===== src/rtl/mem_arbiter.sv =====
// mem_arbiter
// Shares one single-ported memory between two masters: m0 (CPU) and m1
// (boot loader / debug DMA). One access is granted per cycle. A granted read
// holds the arbiter in RD_WAIT until the memory answers or the timeout expires.
// The response is then routed to the master that issued the read.
//
// Ports
//   clk, rst_n                   clock, asynchronous active-low reset
//   mN_rd_en / mN_wr_en          read / write request from master N
//   mN_addr / _wr_data / _wr_mask  request payload from master N
//   mN_ready                     request accepted this cycle (combinational)
//   mN_rd_data                   read data (the same value goes to both masters)
//   mN_rd_valid                  one-cycle read response for master N
//   mem_*                        memory-side strobes, address, data and mask
//   timeout_err                  one-cycle pulse when a read is aborted
//
// Configuration macro: ARB_ROUND_ROBIN_EN
//   defined   -> on contention, the master not granted last time wins
//   undefined -> fixed priority; m0 always wins contention
module mem_arbiter #(
  parameter int AW      = 16,
  parameter int DW      = 32,
  parameter int TIMEOUT = 255
) (
  input  logic          clk,
  input  logic          rst_n,
  input  logic          m0_rd_en,
  input  logic          m0_wr_en,
  input  logic [AW-1:0] m0_addr,
  input  logic [DW-1:0] m0_wr_data,
  input  logic [3:0]    m0_wr_mask,
  output logic          m0_ready,
  output logic [DW-1:0] m0_rd_data,
  output logic          m0_rd_valid,
  input  logic          m1_rd_en,
  input  logic          m1_wr_en,
  input  logic [AW-1:0] m1_addr,
  input  logic [DW-1:0] m1_wr_data,
  input  logic [3:0]    m1_wr_mask,
  output logic          m1_ready,
  output logic [DW-1:0] m1_rd_data,
  output logic          m1_rd_valid,
  output logic          mem_rd_en,
  output logic          mem_wr_en,
  output logic [AW-1:0] mem_addr,
  output logic [DW-1:0] mem_wr_data,
  output logic [3:0]    mem_wr_mask,
  input  logic [DW-1:0] mem_rd_data,
  input  logic          mem_rd_valid,
  output logic          timeout_err
);

  typedef enum logic {IDLE, RD_WAIT} state_t;

  localparam logic [7:0] TMO_LAST = 8'(TIMEOUT - 1);

  state_t     state_q, state_d;
  logic       owner_q, owner_d;
  logic [7:0] tmo_cnt_q, tmo_cnt_d;
`ifdef ARB_ROUND_ROBIN_EN
  logic       last_grant_q, last_grant_d;
`endif

  logic          req0, req1;
  logic          win;
  logic          win_wr;
  logic [DW-1:0] rd_data;

  assign req0 = m0_rd_en | m0_wr_en;
  assign req1 = m1_rd_en | m1_wr_en;

  // Winner selection: a lone requester always wins.
`ifdef ARB_ROUND_ROBIN_EN
  assign win = (req0 && req1) ? ~last_grant_q : ~req0;
`else
  assign win = ~req0;
`endif

  // When rd_en and wr_en are both set, the access is a write.
  assign win_wr = win ? m1_wr_en : m0_wr_en;

  always_comb begin
    state_d     = state_q;
    owner_d     = owner_q;
    tmo_cnt_d   = tmo_cnt_q;
`ifdef ARB_ROUND_ROBIN_EN
    last_grant_d = last_grant_q;
`endif
    m0_ready    = 1'b0;
    m1_ready    = 1'b0;
    m0_rd_valid = 1'b0;
    m1_rd_valid = 1'b0;
    mem_rd_en   = 1'b0;
    mem_wr_en   = 1'b0;
    mem_addr    = '0;
    mem_wr_data = '0;
    mem_wr_mask = 4'b1111;
    rd_data     = mem_rd_data;
    timeout_err = 1'b0;

    case (state_q)
      IDLE: begin
        // mem_rd_valid is deliberately ignored here, so a late answer after
        // a reset or timeout cannot produce a spurious response.
        if (req0 || req1) begin
          m0_ready    = ~win;
          m1_ready    = win;
          mem_wr_en   = win_wr;
          mem_rd_en   = ~win_wr;
          mem_addr    = win ? m1_addr    : m0_addr;
          mem_wr_data = win ? m1_wr_data : m0_wr_data;
          mem_wr_mask = win ? m1_wr_mask : m0_wr_mask;
`ifdef ARB_ROUND_ROBIN_EN
          last_grant_d = win;
`endif
          if (!win_wr) begin
            owner_d   = win;
            tmo_cnt_d = 8'd0;
            state_d   = RD_WAIT;
          end
        end
      end
      RD_WAIT: begin
        // A real answer takes precedence over a timeout in the same cycle.
        if (mem_rd_valid) begin
          m0_rd_valid = ~owner_q;
          m1_rd_valid = owner_q;
          state_d     = IDLE;
        end else if (tmo_cnt_q == TMO_LAST) begin
          m0_rd_valid = ~owner_q;
          m1_rd_valid = owner_q;
          rd_data     = '0;
          timeout_err = 1'b1;
          state_d     = IDLE;
        end else begin
          tmo_cnt_d = tmo_cnt_q + 8'd1;
        end
      end
      default: state_d = IDLE;
    endcase
  end

  assign m0_rd_data = rd_data;
  assign m1_rd_data = rd_data;

  always_ff @(posedge clk or negedge rst_n) begin
    if (!rst_n) begin
      state_q   <= IDLE;
      owner_q   <= 1'b0;
      tmo_cnt_q <= 8'd0;
`ifdef ARB_ROUND_ROBIN_EN
      last_grant_q <= 1'b1;
`endif
    end else begin
      state_q   <= state_d;
      owner_q   <= owner_d;
      tmo_cnt_q <= tmo_cnt_d;
`ifdef ARB_ROUND_ROBIN_EN
      last_grant_q <= last_grant_d;
`endif
    end
  end

endmodule


===== config.mk =====
export PLATFORM = sky130hd
export DESIGN_NAME = mem_arbiter
export DESIGN_NICKNAME = d
export VERILOG_FILES = /design/src/rtl/mem_arbiter.sv
export SDC_FILE = /design/constraint.sdc
export NUM_CORES = 1
export LEC_CHECK = 0
export ABC_AREA = 0
export CAP_MARGIN = 20
export CORE_AREA = 2 2 103 105
export DETAILED_ROUTE_END_ITERATION = 6
export DIE_AREA = 0 0 105 107
export SYNTH_ARGS = -nofsm -noshare
export SYNTH_HDL_FRONTEND = slang
export SYNTH_SLANG_ARGS = --single-unit

===== constraint.sdc =====
create_clock -name clk -period 5.4 [get_ports clk]
set_clock_uncertainty 0.15 [all_clocks]
set_input_delay 1.08 -clock clk [delete_from_list [all_inputs] [get_ports clk]]
set_output_delay 1.08 -clock clk [all_outputs]
set_load 0.005 [all_outputs]

==> summary.md <==
| Metric | Value |
|---|---|
| Share of cells above drive strength 1 | 0.02627 |
| Switching share of power | 0.3058 |
| Maximum clock path buffer count | 2 |
| Syn Area/Cell | 5.815 um2 |
| Leakage power | 0.001810 uW |
| Post-route ant nets | 0 |
| CP max FO | 30 |
| Clk pwr share | 0.137 |
| Worst Path Required | ~4.2 ns |
| Pins Over Slew Limit | 0 |
| Synthesis-to-finish area growth | 140.4% |
| RSZ-0062 raised after global routing | no |
| Clk Latency, worst-skew pair | between 0.2 and 0.25 ns |
| Worst Hold Class | flop to flop |
| Fin. Hold Viols | 0 |
| Worst flop-to-flop path startpoint | state_q$_DFF_PN0_ |
| Initial Util | 0.1815 |
| Synth area leaders | nand2_1 22%, a21oi_1 14%, dfrtp_1 14% |
| Comb pwr share | 0.694 |
| Commonest non-fill, non-tap cell in the layout | clkdlybuf4s50_1 |
| Max VDD drop | between 0.05 and 0.06 mV |
| Hold wc startpoint | tmo_cnt_q[1]$_DFFE_PN0P_ |
| Max cap viols | 0 |
| Yosys top cell by area | nand2_1 |
| Seq/Total Area, Yosys | 0.1366 |
| Fillers | between 1000 and 1500 |
| Pwr Density | 124.0 nW/um2 |
| Post-CTS Resized | 0 |
| Antenna diodes | 0 |
| DRC | 0 |
| Final setup vio count | 0 |
| P_sw | between 150 and 200 uW |
| Vias per cell | 4.235 |
| Fin crit period | 4.607 ns |
| Vias in the first global route | approximately 2700 |
| Global route overflow | 0 |
| CORE AREA | between 10000 and 15000 um2 |
| GR Util All Layers | 0.1480 |
| Routed WL | 9.092 mm |
| CP Class | primary input to output pin |
| Flops & latches, synth | 10 |
| Clock transition at path regs | roughly 0.050 ns |
| CTS Buf Count | 3 |
| Slowest stage cell, crit path | clkdlybuf4s50_1 |
| Setup bufs post-CTS | 0 |
| CP delay by family, top | buffers and inverters |
| Largest net degree at the start of global routing | 49 |
| Port-buffer cells | 265 |
| # IOs | ~270 |
| Clock root buffer master | clkbuf_8 |
| HPWL Detailed | between 7 and 8 mm |
| Asr flop ratio synth | 1.000 |
| Max transition margin | 0.6409 |
| Detailed Route Iter0 Violations | 96 |
| CP Launch Type | primary input |
| Reg area | 250.2 um2 |
| Yosys warns | 0 |
| Site Rows | 37 |
| Die width | around 110 um |
| Die area | ~11000 um2 |
| First-pass GRT wire length | ~13 mm |
| Footprint of the multi-input gates | 1236 um2 |
| Fin crit share | 0.8532 |
| Dominant synthesized flop cell | dfrtp_1 |
| CTS tree | yes |
| Syn_nets | 460 |
| Post-synth EDFFs | 0 |
| Via count | roughly 2800 |
| Worst r2r dst | tmo_cnt_q[6]$_DFFE_PN0P_ |
| Initial DRT Pass Iterations | 4 |
| Mapped Cells | roughly 320 |
| Hold Path Depth | 1 |
| Layout Nets | 680 |
| Htree depth | 1 |
| WP buf/inv | 3 |
| Pint | roughly 380 uW |
| Power, Total | between 500 and 600 uW |
| Most frequent cells in the layout | 265 x clkdlybuf4s50_1, 108 x nand2_1, 53 x a21oi_1, 33 x nor2b_1 |
| Max Freq | 217.0 MHz |
| GPL Wtd Cong | between 0.8 and 0.9 |
| Clock sink count | 10 |
| Worst reg-to-reg setup slack | ~3.4 ns |
| Crit end category | output pin |
| Die Span Y | roughly 110 um |
| Status | completed |
| Hold buffer count at cts | 0 |
| Avg WL per Cell | 13.59 um |
| Most used cell, CP | clkdlybuf4s50_1 |
| Count of cell types in the netlist | 32 |
| Max incr delay on CP | about 0.60 ns |
| CP cell instances | clkdlybuf4s50_1 -> or2_2 -> buf_4 -> nand2_1 -> a21oi_1 -> clkdlybuf4s50_1 |
| Initial antenna violation count | 0 |
| Hold Path End | tmo_cnt_q[1]$_DFFE_PN0P_ |
| CP arrival | ~3.4 ns |
| Share of the synthesized area in the top cell type | 0.2213 |
| Depth of the most critical reg-to-reg path | 4 |
| Tightest Pin Transition | between 0.5 and 0.6 ns |
| Synth Cell Area | approximately 1800 um2 |
| Seq pwr share | 0.169 |
| Setup TNS Final | 0 ns |
[layout make-up]
class,count,area share
repair buffers,269,0.6093
flip-flops and latches,10,0.05683
clock buffers,3,0.009378
multi-input cells,245,0.2808
inverters,6,0.005115
well taps,136,0.03865
[stage by stage]
step           hold WS (ns)  setup slack [ns]  std cells    util  area (um2)
5_1_grt              0.4279            0.6539        669  0.4363        4403
2_1_floorplan        0.3522             2.168        315       -        1832
6_report             0.3912            0.7926        669  0.4363        4403
3_3_place_gp         0.3702            0.8262        666  0.4322        4362
4_1_cts              0.3919            0.7780        669  0.4363        4403
3_5_place_dp         0.3812            0.7759        666  0.4322        4362
[flip-flops by register name, summed over array words and instances (netlist names)]
name	cells
tmo_cnt_q	8
owner_q	1
state_q	1
[worst max-delay path by stage]
stage / slack (ns) / startpoint / endpoint / cells past startpoint
after floorplan: 2.17 / mem_rd_valid / m1_rd_data[22] / 5
after global placement: 0.83 / m0_rd_en / mem_wr_data[3] / 6
after detailed placement: 0.78 / m0_rd_en / mem_wr_data[3] / 6
after CTS: 0.78 / m0_rd_en / mem_wr_data[3] / 6
after global routing: 0.65 / m0_rd_en / mem_wr_data[3] / 6
final: 0.79 / m0_rd_en / mem_wr_data[3] / 6
[cell usage after synthesis (2+ instances only)]
cell type,instances
buf_2,9
nand2_1,108
clkbuf_1,13
dfrtp_1,10
nor2_1,8
a22o_1,2
nor3_1,5
inv_1,6
nor2b_1,33
buf_4,32
nor3b_1,2
a21o_1,3
a31oi_1,2
a21oi_1,53
nand3_1,10
ha_1,2
o21ai_0,2
[power groups by stage]
stage          Combinational [uW]  Clock, uW  Sequential (uW)
3_3_place_gp                  382          0             93.4
2_1_floorplan                 131          0             87.0
4_1_cts                       384       77.1             92.6
3_5_place_dp                  382          0             93.6
5_1_grt                       408       81.8             94.3
6_report                      379       74.8             92.5
[layer usage]
metal / GRT usage / up-vias / share of wire
li1: - / 1429 / -
met1: 0.1334 / 1218 / 0.34
met2: 0.2973 / 174 / 0.52
met3: 0.06018 / 12 / 0.12
met4: 0.04667 / 0 / 0.022
met5: 0 / - / 0
[cells by family after synthesis]
group | after synthesis | share of synthesized area
flops | 10 | 0.1366
fa+ha+maj | 2 | 0.01366
simple gates | 176 | 0.4474
compound gates | 66 | 0.2015
buf+inv | 60 | 0.1947
mux | 1 | 0.006147
(Power assumes the default switching activity.)
